<file path="src/rtl/risc231_memio_if.sv">
// RISC231 data-side bus: the core drives address, strobe and store data,
// and the memory/IO stage returns load data in the same cycle.
interface risc231_memio_if #(
  parameter int Dbits = 32
);
  logic             mem_wr;
  logic [31:0]      mem_addr;
  logic [Dbits-1:0] mem_writedata;
  logic [Dbits-1:0] mem_readdata;

  modport master (
    output mem_wr,
    output mem_addr,
    output mem_writedata,
    input  mem_readdata
  );

  modport slave (
    input  mem_wr,
    input  mem_addr,
    input  mem_writedata,
    output mem_readdata
  );
endinterface

</file>
<file path="src/rtl/risc231_memio.sv">
// RISC231 data memory and memory-mapped IO: data RAM, cycle counter,
// LED register and a keyboard FIFO with status/overflow.
module risc231_memio #(
  parameter int Dbits  = 32,
  parameter int Nwords = 64,
  parameter int Kdepth = 4
) (
  input  logic           clk,
  input  logic           reset,
  input  logic           enable,
  risc231_memio_if.slave bus,
  input  logic           key_valid,
  input  logic [7:0]     key_code,
  output logic [15:0]    led
);
  localparam int AW = $clog2(Nwords);
  localparam int KW = $clog2(Kdepth);
  localparam logic [KW:0] KFULL = (KW+1)'(Kdepth);
  localparam logic [KW:0] CONE = (KW+1)'(1);
  localparam logic [KW-1:0] PONE = KW'(1);

  logic [Dbits-1:0] ram [Nwords];
  logic [7:0]       kfifo [Kdepth];
  logic [Dbits-1:0] cycles;
  logic [Dbits-1:0] led_q;
  logic [KW-1:0]    rd_ptr;
  logic [KW-1:0]    wr_ptr;
  logic [KW:0]      count;
  logic             ovf;

  logic             ram_sel;
  logic             io_sel;
  logic             wr_en;
  logic [3:0]       off;
  logic [AW-1:0]    widx;
  logic             kempty;
  logic             kfull;
  logic             pop;
  logic             push;
  logic             ovf_set;
  logic             ovf_clr;
  logic [Dbits-1:0] stat;
  logic             unused_addr;

  assign ram_sel = bus.mem_addr[31:16] == 16'h1001;
  assign io_sel  = bus.mem_addr[31:16] == 16'h1003;
  assign off     = bus.mem_addr[5:2];
  assign widx    = bus.mem_addr[2 +: AW];
  assign wr_en   = bus.mem_wr & enable;

  assign unused_addr = ^{bus.mem_addr[1:0],
                         bus.mem_addr[15:6]};

  assign kempty = count == '0;
  assign kfull  = count == KFULL;

  // A pop frees a slot, so a same-cycle push is accepted even when full.
  assign pop     = wr_en & io_sel & (off == 4'd3)
                 & ~kempty;
  assign push    = key_valid & (~kfull | pop);
  assign ovf_set = key_valid & kfull & ~pop;
  assign ovf_clr = wr_en & io_sel & (off == 4'd4)
                 & bus.mem_writedata[2];

  assign led = led_q[15:0];

  always_comb begin
    stat      = '0;
    stat[0]   = ~kempty;
    stat[1]   = kfull;
    stat[2]   = ovf;
    stat[7:4] = 4'(count);
  end

  always_comb begin
    bus.mem_readdata = '0;
    unique case (1'b1)
      ram_sel: bus.mem_readdata = ram[widx];
      io_sel: begin
        case (off)
          4'd0: bus.mem_readdata = cycles;
          4'd1: bus.mem_readdata = led_q;
          4'd2: bus.mem_readdata = kempty ? '0
                : Dbits'(kfifo[rd_ptr]);
          4'd4: bus.mem_readdata = stat;
          default: bus.mem_readdata = '0;
        endcase
      end
      default: bus.mem_readdata = '0;
    endcase
  end

  always_ff @(posedge clk) begin
    if (reset) begin
      cycles <= '0;
      led_q  <= '0;
      rd_ptr <= '0;
      wr_ptr <= '0;
      count  <= '0;
      ovf    <= 1'b0;
    end else begin
      if (enable)
        cycles <= cycles + Dbits'(1);
      if (wr_en & io_sel & (off == 4'd1))
        led_q <= bus.mem_writedata;
      if (pop)
        rd_ptr <= rd_ptr + PONE;
      if (push)
        wr_ptr <= wr_ptr + PONE;
      if (push & ~pop)
        count <= count + CONE;
      else if (pop & ~push)
        count <= count - CONE;
      // A new overflow beats a same-cycle clear.
      if (ovf_set)
        ovf <= 1'b1;
      else if (ovf_clr)
        ovf <= 1'b0;
    end
  end

  always_ff @(posedge clk) begin
    if (push & ~reset)
      kfifo[wr_ptr] <= key_code;
    if (wr_en & ram_sel)
      ram[widx] <= bus.mem_writedata;
  end
endmodule

</file>
<file path="src/flat_wrapper.sv">
// flat-port wrapper written by rule: the top's interface ports become plain ports
module risc231_memio_flat 
#(
  parameter int Dbits  = 32,
  parameter int Nwords = 64,
  parameter int Kdepth = 4
)
  (clk, reset, enable, key_valid, key_code, led, bus_mem_wr, bus_mem_addr, bus_mem_writedata, bus_mem_readdata);
  risc231_memio_if #(.Dbits(Dbits)) bus_i ();
  input  logic clk;
  input  logic reset;
  input  logic enable;
  input  logic key_valid;
  input  logic [7:0] key_code;
  output logic [15:0] led;
  input wire logic [$bits(bus_i.mem_wr)-1:0] bus_mem_wr;
  input wire logic [$bits(bus_i.mem_addr)-1:0] bus_mem_addr;
  input wire logic [$bits(bus_i.mem_writedata)-1:0] bus_mem_writedata;
  output wire logic [$bits(bus_i.mem_readdata)-1:0] bus_mem_readdata;
  assign bus_i.mem_wr = bus_mem_wr;
  assign bus_i.mem_addr = bus_mem_addr;
  assign bus_i.mem_writedata = bus_mem_writedata;
  assign bus_mem_readdata = bus_i.mem_readdata;
  risc231_memio #(.Dbits(Dbits), .Nwords(Nwords), .Kdepth(Kdepth)) u_core (.clk(clk), .reset(reset), .enable(enable), .bus(bus_i), .key_valid(key_valid), .key_code(key_code), .led(led));
endmodule
</file>
<file path="config.mk">
export PLATFORM = sky130hd
export DESIGN_NAME = risc231_memio_flat
export DESIGN_NICKNAME = d
export VERILOG_FILES = /design/src/rtl/risc231_memio_if.sv /design/src/rtl/risc231_memio.sv /design/src/flat_wrapper.sv
export SDC_FILE = /design/constraint.sdc
export NUM_CORES = 2
export LEC_CHECK = 0
export ABC_AREA = 1
export BUFFER_PORTS_ARGS = -buffer_cell sky130_fd_sc_hd__buf_2
export CORE_UTILIZATION = 30
export CTS_CLUSTER_SIZE = 40
export DETAILED_ROUTE_END_ITERATION = 10
export PLACE_DENSITY_LB_ADDON = 0.08
export SLEW_MARGIN = 20
export SYNTH_ARGS = -nofsm -noshare
export SYNTH_HDL_FRONTEND = slang
export SYNTH_SLANG_ARGS = --single-unit
</file>
<file path="constraint.sdc">
create_clock -name clk -period 3.7 [get_ports clk]
set_clock_uncertainty 0.05 [all_clocks]
set_input_delay 0 -clock clk [delete_from_list [all_inputs] [get_ports clk]]
set_output_delay 0 -clock clk [all_outputs]
set_load 0.05 [all_outputs]
</file>
==> reports/metrics.yaml <==
placement:
  pre_cts_ws_ns: 0.4012
  placed_cells: 13090
  place_area_sq_um: 100100
  hpwl_microns: 183300
  gp_congestion: 0.8141
  io_buffers: 114
worst_setup_path:
  rr_startpoint: "u_core.count[0]$_SDFFE_PP0P_"
  cpMaxStageDelayCell: "dlygate4sd3_1"
  critPathArrivalTime_ns: 3.62
  setup.worst_path.start: "bus_mem_addr[3]"
  crit_type: "primary input to output pin"
  cp_max_fo: 30
  critPathLaunchType: "primary input"
  max_stage_delay_ns: 0.56
  endpoint_kind: "output pin"
  critPathTopFamily: "buffers and inverters"
  cpMostUsedCell: "nand2_1"
  crit_required_ns: 3.65
  crit_chain: "dlygate4sd3_1 -> buf_8 -> inv_8 -> buf_12 -> buf_4 -> nand2_1 -> nand2_1 -> nand2_1 -> nand2_1 -> inv_1 -> nand2_1 -> nand2_1 -> nand2_1 -> o21ai_1 -> nand2_1 -> buf_12"
  ff2ff_setup_slack_ns: 1.09
  path_buf_inv: 7
cts:
  cts_tree: "done"
  clockBufferDepth: 4
  clkSinkCount: 2154
  clk_latency_ns: 0.95
  htreeDepth: 4
  cts_buffers: 246
  clk_pin_slew_ns: 0.06
  clock_tree.root_cell: "clkbuf_16"
routing:
  route.detailed.drc: 0
  routed_wl_microns: 323700
  vias: 62620
  drtAntennaViolNets: 0
  post_drt_wl_per_cell_microns: 23.74
  viasPerCell: 4.592
  drtIter0Drc: 5556
  first_pass_iters: 6
global_routing:
  grt_pass1_vias: 59410
  antenna_found_initial: 23
  grt_pass1_wl_microns: 453800
  gr-usage-all-layers_pct: 20.61
  grt_max_degree: 115
  globalRouteOverflowTotal: 0
pwr:
  p_leak_uw: 0.04386
  pwr_density_cell_nw_per_um2: 494.1
  switching_share_pct: 23.79
  switchingPower_uw: 12750
  clkPwrFrac_pct: 43.6
  peakVddDrop_v: 0.0004194
  internal_power_uw: 40860
  seq_power_share_pct: 49.9
  p_comb_share_pct: 6.5
logic_synthesis:
  syn_inst: 9052
  synth-edff-count: 2080
  async_reset_ff_share_pct: 0
  synth_area_per_cell_sq_um: 10.19
  synth-seq-cells: 2154
  yosysWarnings: 0
  yosys.area.top_type: "edfxtp_1"
  yosysSeqAreaShare_pct: 69.34
  synth_cell_types: 44
  synth_ff_type: "edfxtp_1"
  synth_top_area_share_pct: 67.74
  synth_nets: 9136
  syn_area_sq_um: 92210
  ys_top_cells_by_area: "edfxtp_1 (68%), nand2_1 (16%), inv_1 (4.3%)"
timing:
  slew_headroom_pct: 24.25
  post-route-period-util_pct: 99.26
  report.final.setup_viol: 0
  fin_crit_ns: 3.673
  setup_tns_ns: 0
  hold_violations: 0
  hold_ws_ns: 0.1123
  rsz0062_at_grt: "false"
  worst_pin_slew_ns: 1.136
  fmax_mhz: 272.3
  fin_ws_ns: 0.02730
  drv_slew: 0
status:
  status: "complete, no violations"
min_path:
  hp-start: "bus_mem_writedata[18]"
  min_path_type: "primary input to register"
run:
  cap_viol_max_count: 0
layout:
  syn2layout_area_growth_pct: 17.67
  seq_area_sq_um: 63940
  multi_input_area_sq_um: 22480
  mostFrequentLayoutCells: "nand2_1 (3942), edfxtp_1 (2080), inv_1 (1057)"
  final_area_sq_um: 108500
  fin_nets: 9402
  final_common_cell: "nand2_1"
  n_fill_cell: 30600
  final_cell_count_no_fill: 13640
  drive_gt1_share_pct: 8.509
die:
  rows: 203
  die_h_microns: 556.4
  die_w_microns: 556.4
  die_area_sq_um: 309600
  start_util_pct: 30.15
  ioPinCount: 125
  design.core.area_sq_um: 305800
==> synthesized netlist by cell type, drive strengths merged, types with 5 or more instances <==
master and n:
a21oi 162, a32o 5, buf 371, clkbuf 82, dfxtp 74, edfxtp 2080
ha 6, inv 1064, nand2 3946, nand3 762, nand4 60, nor2 295
nor3 19, o21ai 91, o22ai 6
==> layer usage <==
| metal | global-route usage, % | part of all wire [%] | vias up |
|---|---|---|---|
| met1 | 29.85 | 47 | 30810 |
| met2 | 32.40 | 45 | 1569 |
| met5 | 0 | 0 | - |
| met3 | 2.685 | 5.4 | 363 |
| met4 | 5.326 | 2.4 | 0 |
| li1 | - | - | 29880 |
==> sequential cells by signal (all words and copies together) (netlist names), named ones only <==
name	flops
u_core.wr_ptr	2
u_core.rd_ptr	2
u_core.ovf	1
u_core.led_q	32
u_core.ram	2048
u_core.cycles	32
u_core.kfifo	32
u_core.count	3
==> repair_timing <==
action / CTS / global route
buffers inserted: 0 / 3
endpoints found under the setup margin: 0 / 6
hold buffers: 78 / 0
resized for setup: 0 / 9
endpoints found under the hold margin: 1931 / 0
==> worst register-to-register path, delay by kind of cell (launching register included) <==
kind | cells | cell delay (ns)
AND/OR/NAND/NOR | 5 | 1.04
flip-flops | 1 | 0.37
buffers and inverters | 2 | 1.10
==> area by class of cell <==
type | count | share of cell area (%)
clock inverters | 142 | 1.062
inverters | 1068 | 3.721
clock buffers | 296 | 5.866
multi-input cells | 5377 | 20.71
flip-flops and latches | 2154 | 58.93
diodes | 29 | 0.06688
well taps | 4100 | 4.728
repair buffers | 471 | 4.917
==> final timing paths <==
kind                                                 endpoint  cells past startpoint
worst min register to register  u_core.led_q[23]$_SDFFE_PP0P_                      2
worst max register to register  u_core.wr_ptr[0]$_SDFFE_PP0N_                      7
worst max-delay path                     bus_mem_readdata[16]                     16
worst min-delay path             u_core.ram[58][18]$_DFFE_PP_                      2
==> cell families after synthesis <==
group                    after synthesis  share of synthesized area (%)
adder cells (fa/ha/maj)                7                         0.1031
XOR/XNOR                               3                        0.02850
AND/OR/NAND/NOR                     5091                          22.06
flip-flops                          2154                          69.34
AO/OA/AOI/OAI                        276                          1.577
buffers and inverters               1521                          6.886
==> per-stage QoR <==
stage / total power [uW] / utilization, %
after floorplan: 28880 / -
after global placement: 30740 / 32.73
after detailed placement: 30750 / 32.73
after CTS: 54290 / 35.44
after global routing: 55340 / 35.46
final: 53620 / 35.48
==> power groups by stage <==
stage          Clock (uW)  Sequential, uW  Combinational [uW]
2_1_floorplan           0           27300                1610
3_3_place_gp            0           27300                3470
3_5_place_dp            0           27300                3480
4_1_cts             24000           26800                3550
5_1_grt             24800           26700                3810
6_report            23400           26800                3490
Power figures use the tool's default switching activity.
